==> src/rtl/tx_pkg.sv <==
`default_nettype none
// ============================================================================
// Module      : tx_pkg
// Description : Shared UART definitions used by both the transmitter and the
//               receiver. It holds the one-hot state encodings, the
//               oversampling ratio and the frame bit layout. The layout is
//               1 start bit, N data bits sent LSB first, 1 parity bit and
//               1 stop bit.
// Revision    : 1.0 - initial release
// ============================================================================
package tx_pkg;

  // One-hot state encodings; RX and TX use the same values.
  typedef enum logic [4:0] {
    ST_IDLE   = 5'b00001,
    ST_START  = 5'b00010,
    ST_DATA   = 5'b00100,
    ST_PARITY = 5'b01000,
    ST_STOP   = 5'b10000
  } tx_state_t;

  // s_ticks per bit.
  localparam int COUNT_TICKS = 16;

  // Frame layout, as bit positions within one frame of the default 8-bit word.
  localparam int FRAME_BITS_DATA     = 8;
  localparam int FRAME_BIT_START     = 0;
  localparam int FRAME_BIT_LAST_DATA = FRAME_BITS_DATA;
  localparam int FRAME_BIT_PARITY    = FRAME_BITS_DATA + 1;
  localparam int FRAME_BIT_STOP      = FRAME_BITS_DATA + 2;

  // Number of s_ticks in a complete frame with n_bits_data data bits.
  function automatic int frame_ticks(input int n_bits_data);
    return (n_bits_data + 3) * COUNT_TICKS;
  endfunction

endpackage
`default_nettype wire

==> src/rtl/tx_if.sv <==
`default_nettype none
// ============================================================================
// Module      : tx_if
// Description : Parallel-side handshake of the UART transmitter.
//   tx_start     : request strobe, master -> transmitter
//   data_i       : word to send, master -> transmitter
//   tx_data      : serial line, transmitter -> master
//   tx_busy      : frame in progress, transmitter -> master
//   tx_done_tick : one-clock frame-complete pulse, transmitter -> master
// Revision    : 1.0 - initial release
// ============================================================================
interface tx_if #(
  parameter int N_BITS_DATA = 8
);
  logic                   tx_start;
  logic [N_BITS_DATA-1:0] data_i;
  logic                   tx_data;
  logic                   tx_busy;
  logic                   tx_done_tick;

  modport master (
    output tx_start,
    output data_i,
    input  tx_data,
    input  tx_busy,
    input  tx_done_tick
  );

  modport slave (
    input  tx_start,
    input  data_i,
    output tx_data,
    output tx_busy,
    output tx_done_tick
  );
endinterface
`default_nettype wire

==> src/rtl/tx.sv <==
`default_nettype none
// ============================================================================
// Module      : tx
// Description : UART serial transmitter that uses the shared 16x oversampling
//               tick. It sends a start bit, N_BITS_DATA data bits (LSB
//               first), a parity bit and a stop bit, and pulses
//               tx_done_tick when the stop bit ends.
// Ports       :
//   clock    in  : the only clock; all logic is on its rising edge
//   reset    in  : synchronous, active-low reset
//   s_ticks  in  : one-clock oversampling tick, 16 per bit
//   bus      slave tx_if : tx_start / data_i in, tx_data / tx_busy /
//                          tx_done_tick out (all outputs registered)
// Revision    : 1.0 - initial release
// ============================================================================
module tx
  import tx_pkg::*;
#(
  parameter int N_BITS_DATA  = 8,
  parameter int N_CONT_TICKS = 4,
  parameter int N_BITS_STATE = 5,
  parameter bit PARITY_ODD   = 1'b0
) (
  input  wire logic clock,
  input  wire logic reset,
  input  wire logic s_ticks,
  tx_if.slave       bus
);

  // Parameter sanity: the state register is the package enum, and both
  // counters must be able to hold their terminal values.
  if (N_BITS_STATE != $bits(tx_state_t)) begin : g_chk_state_width
    $error("tx: N_BITS_STATE must equal the width of tx_state_t");
  end
  if ((COUNT_TICKS > (1 << N_CONT_TICKS)) || (N_BITS_DATA > (1 << N_CONT_TICKS))
      || (N_BITS_DATA < 2)) begin : g_chk_counter_width
    $error("tx: N_CONT_TICKS too small for COUNT_TICKS or N_BITS_DATA");
  end

  localparam logic [N_CONT_TICKS-1:0] C_TICK_LAST = N_CONT_TICKS'(COUNT_TICKS - 1);
  localparam logic [N_CONT_TICKS-1:0] C_BIT_LAST  = N_CONT_TICKS'(N_BITS_DATA - 1);

  tx_state_t               r_state;
  logic [N_BITS_DATA-1:0]  r_shift;
  logic [N_CONT_TICKS-1:0] r_tick_cnt;
  logic [N_CONT_TICKS-1:0] r_bit_cnt;
  logic                    r_parity;
  logic                    r_tx_data;
  logic                    r_tx_busy;
  logic                    r_tx_done;

  logic                    w_bit_end;
  logic [N_BITS_DATA-1:0]  w_shift_next;

  // The last tick of a bit: the tick counter wraps and the FSM advances.
  assign w_bit_end    = s_ticks && (r_tick_cnt == C_TICK_LAST);
  assign w_shift_next = r_shift >> 1;

  always_ff @(posedge clock) begin
    if (!reset) begin
      r_state    <= ST_IDLE;
      r_shift    <= '0;
      r_tick_cnt <= '0;
      r_bit_cnt  <= '0;
      r_parity   <= 1'b0;
      r_tx_data  <= 1'b1;
      r_tx_busy  <= 1'b0;
      r_tx_done  <= 1'b0;
    end else begin
      r_tx_done <= 1'b0;

      // The tick counter runs in every state except Idle. Idle clears it
      // when it accepts a request, so each bit lasts exactly 16 ticks from
      // the moment its state is entered.
      if ((r_state != ST_IDLE) && s_ticks) begin
        r_tick_cnt <= w_bit_end ? '0 : r_tick_cnt + 1'b1;
      end

      case (r_state)
        ST_IDLE: begin
          r_tx_data <= 1'b1;
          r_tx_busy <= 1'b0;
          if (bus.tx_start) begin
            r_shift    <= bus.data_i;
            r_parity   <= (^bus.data_i) ^ PARITY_ODD;
            r_tick_cnt <= '0;
            r_bit_cnt  <= '0;
            r_tx_data  <= 1'b0;
            r_tx_busy  <= 1'b1;
            r_state    <= ST_START;
          end
        end

        ST_START: begin
          if (w_bit_end) begin
            r_tx_data <= r_shift[0];
            r_state   <= ST_DATA;
          end
        end

        ST_DATA: begin
          if (w_bit_end) begin
            r_shift   <= w_shift_next;
            r_bit_cnt <= r_bit_cnt + 1'b1;
            if (r_bit_cnt == C_BIT_LAST) begin
              r_tx_data <= r_parity;
              r_state   <= ST_PARITY;
            end else begin
              // tx_data is registered, so the next bit is loaded from
              // the value the shift register is about to take.
              r_tx_data <= w_shift_next[0];
            end
          end
        end

        ST_PARITY: begin
          if (w_bit_end) begin
            r_tx_data <= 1'b1;
            r_state   <= ST_STOP;
          end
        end

        ST_STOP: begin
          if (w_bit_end) begin
            r_tx_data <= 1'b1;
            r_tx_busy <= 1'b0;
            r_tx_done <= 1'b1;
            r_state   <= ST_IDLE;
          end
        end

        default: begin
          // Recover from any corrupted encoding with the line idle high.
          r_tx_data <= 1'b1;
          r_tx_busy <= 1'b0;
          r_state   <= ST_IDLE;
        end
      endcase
    end
  end

  assign bus.tx_data      = r_tx_data;
  assign bus.tx_busy      = r_tx_busy;
  assign bus.tx_done_tick = r_tx_done;

endmodule
`default_nettype wire

==> src/flat_wrapper.sv <==
// flat-port wrapper written by rule: the top's interface ports become plain ports
module tx_flat import tx_pkg::*;
#(
  parameter int N_BITS_DATA  = 8,
  parameter int N_CONT_TICKS = 4,
  parameter int N_BITS_STATE = 5,
  parameter bit PARITY_ODD   = 1'b0
)
  (clock, reset, s_ticks, bus_tx_start, bus_data_i, bus_tx_data, bus_tx_busy, bus_tx_done_tick);
  tx_if #(.N_BITS_DATA(N_BITS_DATA)) bus_i ();
  input  wire logic clock;
  input  wire logic reset;
  input  wire logic s_ticks;
  input wire logic [$bits(bus_i.tx_start)-1:0] bus_tx_start;
  input wire logic [$bits(bus_i.data_i)-1:0] bus_data_i;
  output wire logic [$bits(bus_i.tx_data)-1:0] bus_tx_data;
  output wire logic [$bits(bus_i.tx_busy)-1:0] bus_tx_busy;
  output wire logic [$bits(bus_i.tx_done_tick)-1:0] bus_tx_done_tick;
  assign bus_i.tx_start = bus_tx_start;
  assign bus_i.data_i = bus_data_i;
  assign bus_tx_data = bus_i.tx_data;
  assign bus_tx_busy = bus_i.tx_busy;
  assign bus_tx_done_tick = bus_i.tx_done_tick;
  tx #(.N_BITS_DATA(N_BITS_DATA), .N_CONT_TICKS(N_CONT_TICKS), .N_BITS_STATE(N_BITS_STATE), .PARITY_ODD(PARITY_ODD)) u_core (.clock(clock), .reset(reset), .s_ticks(s_ticks), .bus(bus_i));
endmodule
==> config.mk <==
export PLATFORM = sky130hd
export DESIGN_NAME = tx_flat
export DESIGN_NICKNAME = d
export VERILOG_FILES = /design/src/rtl/tx_pkg.sv /design/src/rtl/tx_if.sv /design/src/rtl/tx.sv /design/src/flat_wrapper.sv
export SDC_FILE = /design/constraint.sdc
export NUM_CORES = 1
export LEC_CHECK = 0
export ABC_AREA = 1
export CAP_MARGIN = 30
export CORE_MARGIN = 4
export CORE_UTILIZATION = 35
export DETAILED_ROUTE_END_ITERATION = 16
export HOLD_SLACK_MARGIN = 0.1
export SETUP_SLACK_MARGIN = 0.2
export SKIP_CTS_REPAIR_TIMING = 1
export SLEW_MARGIN = 20
export SYNTH_ARGS = -nofsm -noshare
export SYNTH_HDL_FRONTEND = slang
export SYNTH_SLANG_ARGS = --single-unit
==> constraint.sdc <==
create_clock -name clock -period 1.4 [get_ports clock]
set_input_delay 0.35 -clock clock [delete_from_list [all_inputs] [get_ports clock]]
set_output_delay 0.35 -clock clock [all_outputs]
set_load 0.03 [all_outputs]
### After elaboration in Yosys (flattened, before gate mapping)

Index checks and enable logic that the tools add are counted.

* equal/unequal tests: 15
* muxes and demuxes: 27
* bitwise operators: 1
* add/sub/neg operators: 2
* reductions and logical operators: 12

Operator list (number)
* two-way mux 5 bit: 6
* case mux 5 bit (5 select lines): 1
* two-way mux 4 bit: 6
* two-way mux 8 bit: 2
* case mux 8 bit (2 select lines): 1
* != test 2 x 1 -> 1 bit, second input constant: 6
* adder 4 x 1 -> 4 bit, second input constant: 2
* two-way mux 1 bit: 8
* case mux 4 bit (2 select lines): 1
* XOR reduction 8 bit: 1
* AND reduction 2 bit: 3
* AND reduction 3 bit: 2
* AND reduction 6 bit: 1
* == test 5 x 1 -> 1 bit, second input constant: 1
* == test 5 x 2 -> 1 bit, second input constant: 1
* == test 5 x 3 -> 1 bit, second input constant: 1
* == test 5 x 4 -> 1 bit, second input constant: 1
* == test 5 bit, second input constant: 1
* != test 5 x 1 -> 1 bit, second input constant: 1
* == test 4 x 3 -> 1 bit, second input constant: 1
* == test 4 bit, second input constant: 1
* case mux 1 bit (4 select lines): 1
* case mux 1 bit (3 select lines): 1
* OR reduction 3 bit: 1
* other kinds (5): 6

* output and inout bits: 3
* flip-flop bits (word level): 25
* logic and storage cells: 65
* bits of input ports: 12

### Longest topological paths before layout

Gate-level depths: netlist of run 1.

* depth in word-level cells: 6
* mapped depth: 10
* gate-level depth less buffers: 10

### Worst setup path after synthesis of run 1

Ideal clock, no wire load.

* kind: register -> register
* start: reg u_core.r_tick_cnt[0]
* end: reg u_core.r_state[2]
* arrival: 1299 ps
* slack: -14 ps
* stages on the path, launching flop included: 9
* cells stage by stage: dfxtp_1 > ha_1 > nand4_2 > inv_1 > nor2_1 > nor2_2 > nand3_1 > nand2_1 > nor2_1

* word-level cells in the longest chain between the ends: 4
* elaborated cells between the ends (all ways): 7
* classes of those cells: eq/ne: 5; reduce/logical: 2

Ends and longest elaborated chain
* start: declaration: line tx.sv:45 `logic [N_CONT_TICKS-1:0] r_tick_cnt;`
* start signal: assignment: line tx.sv:76 `r_tick_cnt <= w_bit_end ? '0 : r_tick_cnt + 1'b1;`
* == test 4 bit (*): line tx.sv:56 `assign w_bit_end = s_ticks && (r_tick_cnt == C_TICK_LAST);`
* logical AND 1 bit (*): line tx.sv:56
* != test 2 x 1 -> 1 bit (no line)
* AND reduction 6 bit (no line) (*)
* end signal: assignment: line tx.sv:61 `r_state <= ST_IDLE;`
* end signal: assignment: line tx.sv:90 `r_state <= ST_START;`
* end signal: assignment: line tx.sv:97 `r_state <= ST_DATA;`
* end: declaration: line tx.sv:43 `tx_state_t r_state;`

Every way passes the cells marked *; elsewhere a longest branch is shown, timed or not.
A chain may end at the register's enable or synchronous reset.

### Worst setup path in the final report of run 1

* start: reg u_core.r_state[2]
* end: reg u_core.r_state[3]

* word-level cells in the longest chain between the ends: 3
* elaborated cells between the ends (all ways): 13
* classes of those cells: eq/ne: 11; mux: 1; reduce/logical: 1

Ends and longest elaborated chain
* == test 5 x 4 -> 1 bit (tied with other cells): line tx.sv:79 `case (r_state)`
* != test 2 x 1 -> 1 bit (no line) / != test 2 bit (equally long branches)
* AND reduction 6 bit (no line)

Parallel ways exist; a longest one is shown, timed or not.

==> metrics.txt, run 1 <==
hold path cells 2; Slew Viols, Final 0; clock share of power 12.0%; Post-DP Area 1740 sq um; Hold/Removal Path Class reg2reg; Leak 0.798 nW; final critical-path share of the clock period 96.4%; CORE AREA 3740 sq um; register share of total power 33.2%; final net count 247; RSZ-0062 raised after global routing yes; Rows 22; Iteration-0 DRC Markers 50; Synth-to-Final Area Change 40.1%; drt total wl about 3200 um; DPL Wire Length 2400 um; Worst Hold End u_core.r_shift[5]; Pwr per Cell Area 1840 nW/um^2; final setup violating endpoints 0; # clock sinks 25; crit path kind reg2reg; fraction of layout instances using a drive strength above 1 34.1%; CTS H-tree lvls 1; # IOs 15; initial antenna violation count 0; Root Driver clkbuf_8; largest area contributor in the netlist dfxtp_1; Detailed Routing Iterations Pass 1 4; Yosys cell types 26; clk_skew 5.27 ps; global-route wire length before repair slightly above 5000 um; Die X 70.9 um; Routability Congestion 0.917; Final WS setup 49.8 ps; worst vdd ir between 800 and 900 uV; top cell type's share of synthesized area 36.1%; GRT Residual Overflow 0; vias post-DR around 1300; final-report hold violation count 0; Crit path required time between 1500 and 2000 ps; number of buffers created by CTS 3; utilization after layout 51.9%; Post-Syn Area 1390 sq um; vias per inst 4.74; Final Instance Area 1940 sq um; Initial Utilization between 30 and 40%; FF-to-FF setup slack between 40 and 50 ps; Gate power share a little over half; syn avg cell area 7.07 sq um; CTS tree yes; max_cap viols 0; Max Buffers Root-to-Sink 2; Worst-path clk slew 90 ps; Routed wire per std cell ~11 um; Setup TNS 0 ps; reg-to-reg critical path startpoint u_core.r_state[2]; Seq/Total Area, Yosys 36.1%; post-layout minimum cycle time 1350 ps; most frequent cells in the layout 35 x nand2_1, 19 x buf_4, 18 x inv_1; total internal power 1.99 mW; n_diodes 0; die height 70.9 um; Net Switching roughly 1.6 mW; Tot Pwr 3.58 mW; Syn Inst Count 196; vias in the first global route 1108; routed wl met3 101 um; commonest non-fill, non-tap cell in the layout nand2_1; met2 WL 1500 um; worst r2r dst u_core.r_state[3]; largest net degree at the start of global routing 20; synth warn 0; Total Routing Usage GR 13.0%; Mapped Nets 210; uppermost layer routed met4; switch share 44.6%; Slew HR 84.9%; Post-Place Setup Slack -328 ps; M1 WL 1520 um; worst-margin pin slew around 230 ps; DR DRC count 0; worst path arrival time between 1500 and 2000 ps; final antenna-violating net count 0; Worst Setup Start Kind flop; Die ar. 5030 sq um; clk_lat worst skew approximately 270 ps; outcome finished clean; FMAX approximately 740 MHz; fillers 400; Seq cells post-synth 25; crit path capture type flop; ranking of synthesized cells by area dfxtp_1 36%, nand2_1 11%, o21ai_0 6.5%, inv_1 6.2%, a21oi_1 5.8%; IO Port Bufs 14; Crit Path Max Fanout 6; worst hold start u_core.r_shift[5]; Reg2Reg Depth 6
[critical path: stages (launching register included)]
cell and delay, ps:
dfxtp_4 380, nor2_4 230, nand3_2 190, nor2_4 180, nor2_4 70, a21oi_1 150
nor2_1 60
[power by group through the flow]
stage               Clock, mW  Combinational [mW]  Sequential (mW)
floorplan                   0                1.31             1.19
global placement            0                1.68             1.18
detailed placement          0                1.70             1.19
CTS                     0.456                1.71             1.17
global route            0.484                2.18             1.22
finish                  0.431                1.96             1.19
[stage by stage]
| step | hold slack [ps] | std cells |
|---|---|---|
| detailed placement | 444 | 271 |
| CTS | 457 | 275 |
| finish | 458 | 280 |
| global placement | 435 | 271 |
| floorplan | 424 | 196 |
| global route | 480 | 280 |
[state kept, by name, indices dropped and copies added, names as in the netlist]
name / count
u_core.bus.tx_busy: 1
u_core.bus.tx_data: 1
u_core.bus.tx_done_tick: 1
u_core.r_bit_cnt: 4
u_core.r_parity: 1
u_core.r_shift: 8
u_core.r_state: 5
u_core.r_tick_cnt: 4
[cell families after synthesis]
| family | synth area share [%] |
|---|---|
| compound gates | 13.4 |
| buf+inv | 8.48 |
| fa+ha+maj | 1.80 |
| simple gates | 35.1 |
| xor+xnor | 5.05 |
| flops | 36.1 |
[cells in the mapped netlist]
cell type / n
o21ai_0: 18
clkbuf_1: 1
dfxtp_1: 25
nor3_1: 3
xor2_1: 1
nand3b_1: 1
nand4_2: 2
inv_2: 1
inv_1: 23
clkinv_1: 1
ha_1: 2
a21oi_2: 1
nand2_2: 4
nand2_1: 41
o211ai_1: 1
nor2_4: 3
buf_8: 1
a21oi_1: 16
nand2_4: 2
nand3_1: 14
nand4_1: 3
xnor2_1: 7
nand4_4: 1
nor2_2: 3
nor2_1: 20
buf_2: 1
[routing by layer]
| layer | up-vias | global-route usage (%) |
|---|---|---|
| li1 | 710 | - |
| met1 | 596 | 17.1 |
| met2 | 16 | 20.2 |
| met3 | 5 | 3.13 |
| met4 | 0 | 5.64 |
| met5 | - | 0 |
[how the worst max path moves through the flow]
stage,start,end,slack (ps),depth (start not counted)
2_1_floorplan,u_core.r_tick_cnt[0],u_core.r_state[4],160,8
3_3_place_gp,s_ticks,u_core.r_state[3],-290,8
3_5_place_dp,s_ticks,u_core.r_state[2],-330,8
4_1_cts,u_core.bus.tx_data,bus_tx_data,-250,1
5_1_grt,u_core.r_state[2],u_core.r_state[3],-20,6
6_report,u_core.r_state[2],u_core.r_state[3],50,6
[cell type report]
cell class | count | area [sq um] | share of cell area, %
Clock buffer | 4 | 45.0 | 2.32
Sequential cell | 25 | 523 | 26.9
Inverter | 25 | 96.3 | 4.96
Timing Repair Buffer | 35 | 299 | 15.4
Tap cell | 48 | 60.1 | 3.09
Multi-Input combinational cell | 143 | 918 | 47.3
(Power assumes the default switching activity.)
==> inputs of run 2 (changes only) <==
Settings changed: CAP_MARGIN 30 to unset, MAX_ROUTING_LAYER set to met4.
==> run 2 against run 1 <==
  * First-iteration DRC count rose by 4.0%
  * Core utilization shrank 0.17 points
  * Largest power group unchanged
  * Global-route usage grew 0.33 points
  * Clock power barely moved
  * Fmax up 0.23%
  * Count of clock-buffer cells in the layout stayed put
  * Combinational power is essentially flat
  * Critical path depth is the same
==> metrics.txt, run 2 (same netlist as run 1, synthesis figures left out) <==
Worst Setup SP u_core.r_state[2] (unchanged); Post-DP Area 1740 sq um (unchanged); Final Instance Area 1940 sq um (about the same); Slew Viols, Final 0 (unchanged); max FFs per register 8 (unchanged); outcome finished clean (unchanged); global-route wire length before repair 5090 um (was 5110 um); vias post-DR 1328 (was 1327); Crit Path Max Fanout 6 (unchanged); RSZ-0062 raised after global routing yes (unchanged); clk_lat worst skew 270 ps (about the same); die height 70.9 um (unchanged); n_diodes 0 (unchanged); Max Buffers Root-to-Sink 2 (unchanged); Top Registers u_core.r_shift (8), u_core.r_state (5) (unchanged); Initial Utilization 37.0% (unchanged); Detailed Routing Iterations Pass 1 4 (unchanged); Hold/Removal Path Class reg2reg (unchanged); vias in the first global route 1113 (was 1108); IO Port Bufs 14 (unchanged); worst path arrival time 1520 ps (about the same); GRT Residual Overflow 0 (unchanged); post-layout minimum cycle time 1350 ps (about the same); final antenna-violating net count 0 (unchanged); Pwr per Cell Area 1840 nW/um^2 (about the same); Crit path required time 1570 ps (about the same); DPL Wire Length 2400 um (unchanged); FF-to-FF setup slack 50 ps (about the same); vias per inst 4.74 (about the same); # clock sinks 25 (unchanged); FMAX 742 MHz (was 741 MHz); Die ar. 5030 sq um (unchanged); fraction of layout instances using a drive strength above 1 32.8% (was 34.1%); initial antenna violation count 0 (unchanged); Die X 70.9 um (unchanged); CORE AREA 3740 sq um (unchanged); reg-to-reg critical path startpoint u_core.r_state[2] (unchanged); most frequent cells in the layout 35 x nand2_1, 19 x buf_4, 18 x inv_1 (unchanged); clk_skew 3.09 ps (was 5.27 ps); Leak 0.796 nW (was 0.798 nW); worst-margin pin slew 227 ps (was 226 ps); Total Routing Usage GR 13.3% (was 13.0%); placed insts 271 (unchanged); hold path cells 2 (unchanged); largest net degree at the start of global routing 20 (unchanged); Reg2Reg Depth 6 (unchanged); Worst-path clk slew 80 ps (was 90 ps); Tot Pwr 3.56 mW (was 3.58 mW); crit path capture type flop (unchanged); Rows 22 (unchanged); Worst Setup Start Kind flop (unchanged); Synth-to-Final Area Change 39.6% (was 40.1%); final setup violating endpoints 0 (unchanged); Post-Layout Cell Count 280 (unchanged); Setup TNS 0 ps (unchanged); DR DRC count 0 (unchanged); drt total wl 3180 um (about the same); CTS tree yes (unchanged); final net count 247 (unchanged); Routed wire per std cell 11.4 um (was 11.3 um); crit path kind reg2reg (unchanged); Slew HR 84.8% (was 84.9%); CTS H-tree lvls 1 (unchanged); worst hold start u_core.r_shift[3] (was u_core.r_shift[5]); number of buffers created by CTS 3 (unchanged); utilization after layout 51.7% (was 51.9%); # IOs 15 (unchanged); Worst Hold End u_core.r_shift[3] (was u_core.r_shift[5]); worst r2r dst u_core.r_state[4] (was u_core.r_state[3]); Iteration-0 DRC Markers 52 (was 50); Routability Congestion 0.933 (was 0.917); commonest non-fill, non-tap cell in the layout nand2_1 (unchanged); worst vdd ir 808 uV (was 806 uV); max_cap viols 0 (unchanged); final-report hold violation count 0 (unchanged); largest register by flop count u_core.r_shift (unchanged); Root Driver clkbuf_8 (unchanged); final critical-path share of the clock period 96.2% (was 96.4%)
-- run 2: cell types whose count changed in the layout (fill, tap and decap cells not counted) --
cell     before  now
o21ai_0      10   11
o21ai_2       3    1
nor2_2        1    0
a21oi_2       5    4
o21ai_1       5    6
a21oi_1      12   13
nor2_4        8    9
-- run 2: how the worst max path moves through the flow --
stage                        end  slack (ps)  depth (start not counted)
6_report       u_core.r_state[4]          50                          6
5_1_grt        u_core.r_state[3]         -10                          6
4_1_cts              bus_tx_data        -250                          1
3_5_place_dp   u_core.r_state[2]        -330                          8
3_3_place_gp   u_core.r_state[3]        -290                          8
2_1_floorplan  u_core.r_state[4]         160                          8
-- run 2: report_power, final --
group / switching, mW / leakage (nW) / internal [mW]
Combinational: 1.15 / 0.564 / 0.787
Sequential: 0.202 / 0.209 / 0.989
Clock: 0.225 / 0.0228 / 0.204
-- run 2: final cells by class --
| type | count | area, sq um |
|---|---|---|
| tap | 48 | 60.1 |
| inverter | 25 | 96.3 |
| clock buffer | 4 | 45.0 |
| fill | 399 | 1810 |
| timing repair buffer | 35 | 299 |
| multi-input combinational | 143 | 912 |
| sequential | 25 | 523 |
-- run 2: per-stage QoR --
| stage | setup slack (ps) | hold WS, ps |
|---|---|---|
| 4_1_cts | -247 | 457 |
| 5_1_grt | -10.1 | 483 |
| 2_1_floorplan | 165 | 424 |
| 3_5_place_dp | -328 | 444 |
| 3_3_place_gp | -285 | 435 |
| 6_report | 52.9 | 456 |
-- run 2: per-layer routing --
layer / track usage, % / vias up / routed length, um
li1: - / 708 / -
met1: 16.8 / 593 / 1520
met2: 20.4 / 20 / 1480
met3: 3.13 / 7 / 115
met4: 5.64 / 0 / 68
met5: - / - / 0
-- run 2: critical path, cell delays in order, from the launching register on --
cell and delay (ps):
dfxtp_4 380, nor2_4 230, nand3_2 190, nor2_4 180, nor2_4 70, a21oi_1 150, nor2_1 60
==> inputs of run 3 (changes only) <==
Settings changed: SKIP_LAST_GASP set to 1.
==> run 3 against run 2 <==
  * Die area unchanged
  * Worst hold slack lost 0.71 ps
  * Clock skew grew 2.4 ps
  * Largest cell class unchanged
  * Via count fell by 0.60%
  * Count of clock-buffer cells in the layout is the same
  * Worst setup slack improved by 6.1 ps
  * Critical path depth did not move
  * Flip-flop and latch count did not move
  * Sequential share of layout area up 0.23 points
  * Clock power is 1% higher
  * Critical path type unchanged
  * Sequential power barely moved
  * Fmax rose by 0.46%
==> metrics.txt, run 3 (same netlist as run 1, synthesis figures left out) <==
outcome finished clean (unchanged); CTS tree yes (unchanged); IO Port Bufs 14 (unchanged); worst vdd ir 807 uV (was 808 uV); FF-to-FF setup slack 60 ps (was 50 ps); Hold/Removal Path Class reg2reg (unchanged); Worst Setup Start Kind flop (unchanged); Initial Utilization 37.0% (unchanged); Routed wire per std cell 11.4 um (about the same); placed insts 271 (unchanged); FMAX 746 MHz (was 742 MHz); most frequent cells in the layout 37 x nand2_1, 19 x buf_4, 18 x inv_1 (was 35 x nand2_1, 19 x buf_4, 18 x inv_1); Rows 22 (unchanged); worst path arrival time 1550 ps (was 1520 ps); final antenna-violating net count 0 (unchanged); Synth-to-Final Area Change 38.4% (was 39.6%); final net count 247 (unchanged); Iteration-0 DRC Markers 40 (was 52); worst-margin pin slew 317 ps (was 227 ps); # IOs 15 (unchanged); Reg2Reg Depth 6 (unchanged); RSZ-0062 raised after global routing yes (unchanged); final critical-path share of the clock period 95.8% (was 96.2%); Tot Pwr 3.56 mW (about the same); initial antenna violation count 0 (unchanged); crit path capture type flop (unchanged); hold path cells 2 (unchanged); fraction of layout instances using a drive strength above 1 30.2% (was 32.8%); Crit Path Max Fanout 19 (was 6); n_diodes 0 (unchanged); CORE AREA 3740 sq um (unchanged); Worst-path clk slew 90 ps (was 80 ps); Worst Hold End u_core.r_shift[3] (unchanged); final-report hold violation count 0 (unchanged); worst hold start u_core.r_shift[3] (unchanged); Post-Place Setup Slack -328 ps (unchanged); commonest non-fill, non-tap cell in the layout nand2_1 (unchanged); DR DRC count 0 (unchanged); Max Buffers Root-to-Sink 2 (unchanged); worst r2r dst u_core.r_shift[2] (was u_core.r_state[4]); post-layout minimum cycle time 1340 ps (was 1350 ps); Top Registers u_core.r_shift (8), u_core.r_state (5) (unchanged); Slew HR 78.9% (was 84.8%); Root Driver clkbuf_8 (unchanged); Total Routing Usage GR 13.3% (unchanged); clk_skew 5.52 ps (was 3.09 ps); largest register by flop count u_core.r_shift (unchanged); final setup violating endpoints 0 (unchanged); clk_lat worst skew 270 ps (about the same); Die ar. 5030 sq um (unchanged); number of buffers created by CTS 3 (unchanged); reg-to-reg critical path startpoint u_core.r_state[2] (unchanged); Routability Congestion 0.933 (unchanged); Post-Layout Cell Count 280 (unchanged); Die X 70.9 um (unchanged); Leak 0.797 nW (was 0.796 nW); GRT Residual Overflow 0 (unchanged); crit path kind reg2reg (unchanged); vias per inst 4.71 (was 4.74); vias in the first global route 1113 (unchanged); Setup TNS 0 ps (unchanged); Pwr per Cell Area 1850 nW/um^2 (was 1840 nW/um^2); drt total wl 3210 um (was 3180 um); global-route wire length before repair 5090 um (unchanged); # clock sinks 25 (unchanged); vias post-DR 1320 (was 1328); max FFs per register 8 (unchanged); Detailed Routing Iterations Pass 1 4 (unchanged); CTS H-tree lvls 1 (unchanged); Crit path required time 1610 ps (was 1570 ps); max_cap viols 0 (unchanged); Slew Viols, Final 0 (unchanged); largest net degree at the start of global routing 20 (unchanged); Final WS setup 59.0 ps (was 52.9 ps); DPL Wire Length 2400 um (unchanged); die height 70.9 um (unchanged)
==> run 3: power breakdown <==
| part | total [mW] | switching, mW | leakage, nW | internal [mW] |
|---|---|---|---|---|
| registers | 1.19 | 0.201 | 0.209 | 0.988 |
| logic | 1.93 | 1.15 | 0.566 | 0.781 |
| clock network | 0.434 | 0.230 | 0.0228 | 0.204 |
| total | 3.56 | 1.58 | 0.797 | 1.97 |
==> run 3: final cells by class <==
class / instances / area (sq um)
inverters: 25 / 96.3
clock buffers: 4 / 45.0
fillers: 396 / 1820
repair buffers: 35 / 300
multi-input cells: 143 / 895
well taps: 48 / 60.1
flip-flops and latches: 25 / 523
==> run 3: through the flow <==
step | area (sq um) | hold WS (ps) | utilization, %
finish | 1920 | 456 | 51.3
global route | 1920 | 483 | 51.3
CTS | 1790 | 457 | 47.8
detailed placement | 1740 | 444 | 46.6
global placement | 1740 | 435 | 46.6
floorplan | 1450 | 424 | -
==> run 3: worst max-delay path, stage by stage (launching register included) <==
cell and delay, ps:
dfxtp_4 380, nor2_4 230, nand4_4 140, nand2_4 120
nand2_8 110, buf_4 160, a21oi_1 120
==> run 3: metal layers <==
metal	GRT usage [%]	part of all wire [%]	vias to the layer above
li1	-	-	711
met1	16.8	49	586
met2	20.4	46	17
met3	3.13	3.2	6
met4	5.64	1.8	0
met5	-	0	-
==> run 3: how the worst max path moves through the flow <==
stage | start | to | slack (ps) | cells after the start
3_5_place_dp | s_ticks | u_core.r_state[2] | -330 | 8
2_1_floorplan | u_core.r_tick_cnt[0] | u_core.r_state[4] | 160 | 8
5_1_grt | u_core.r_state[1] | u_core.r_state[3] | -20 | 8
4_1_cts | u_core.bus.tx_data | bus_tx_data | -250 | 1
3_3_place_gp | s_ticks | u_core.r_state[3] | -290 | 8
6_report | u_core.r_state[2] | u_core.r_shift[2] | 60 | 6
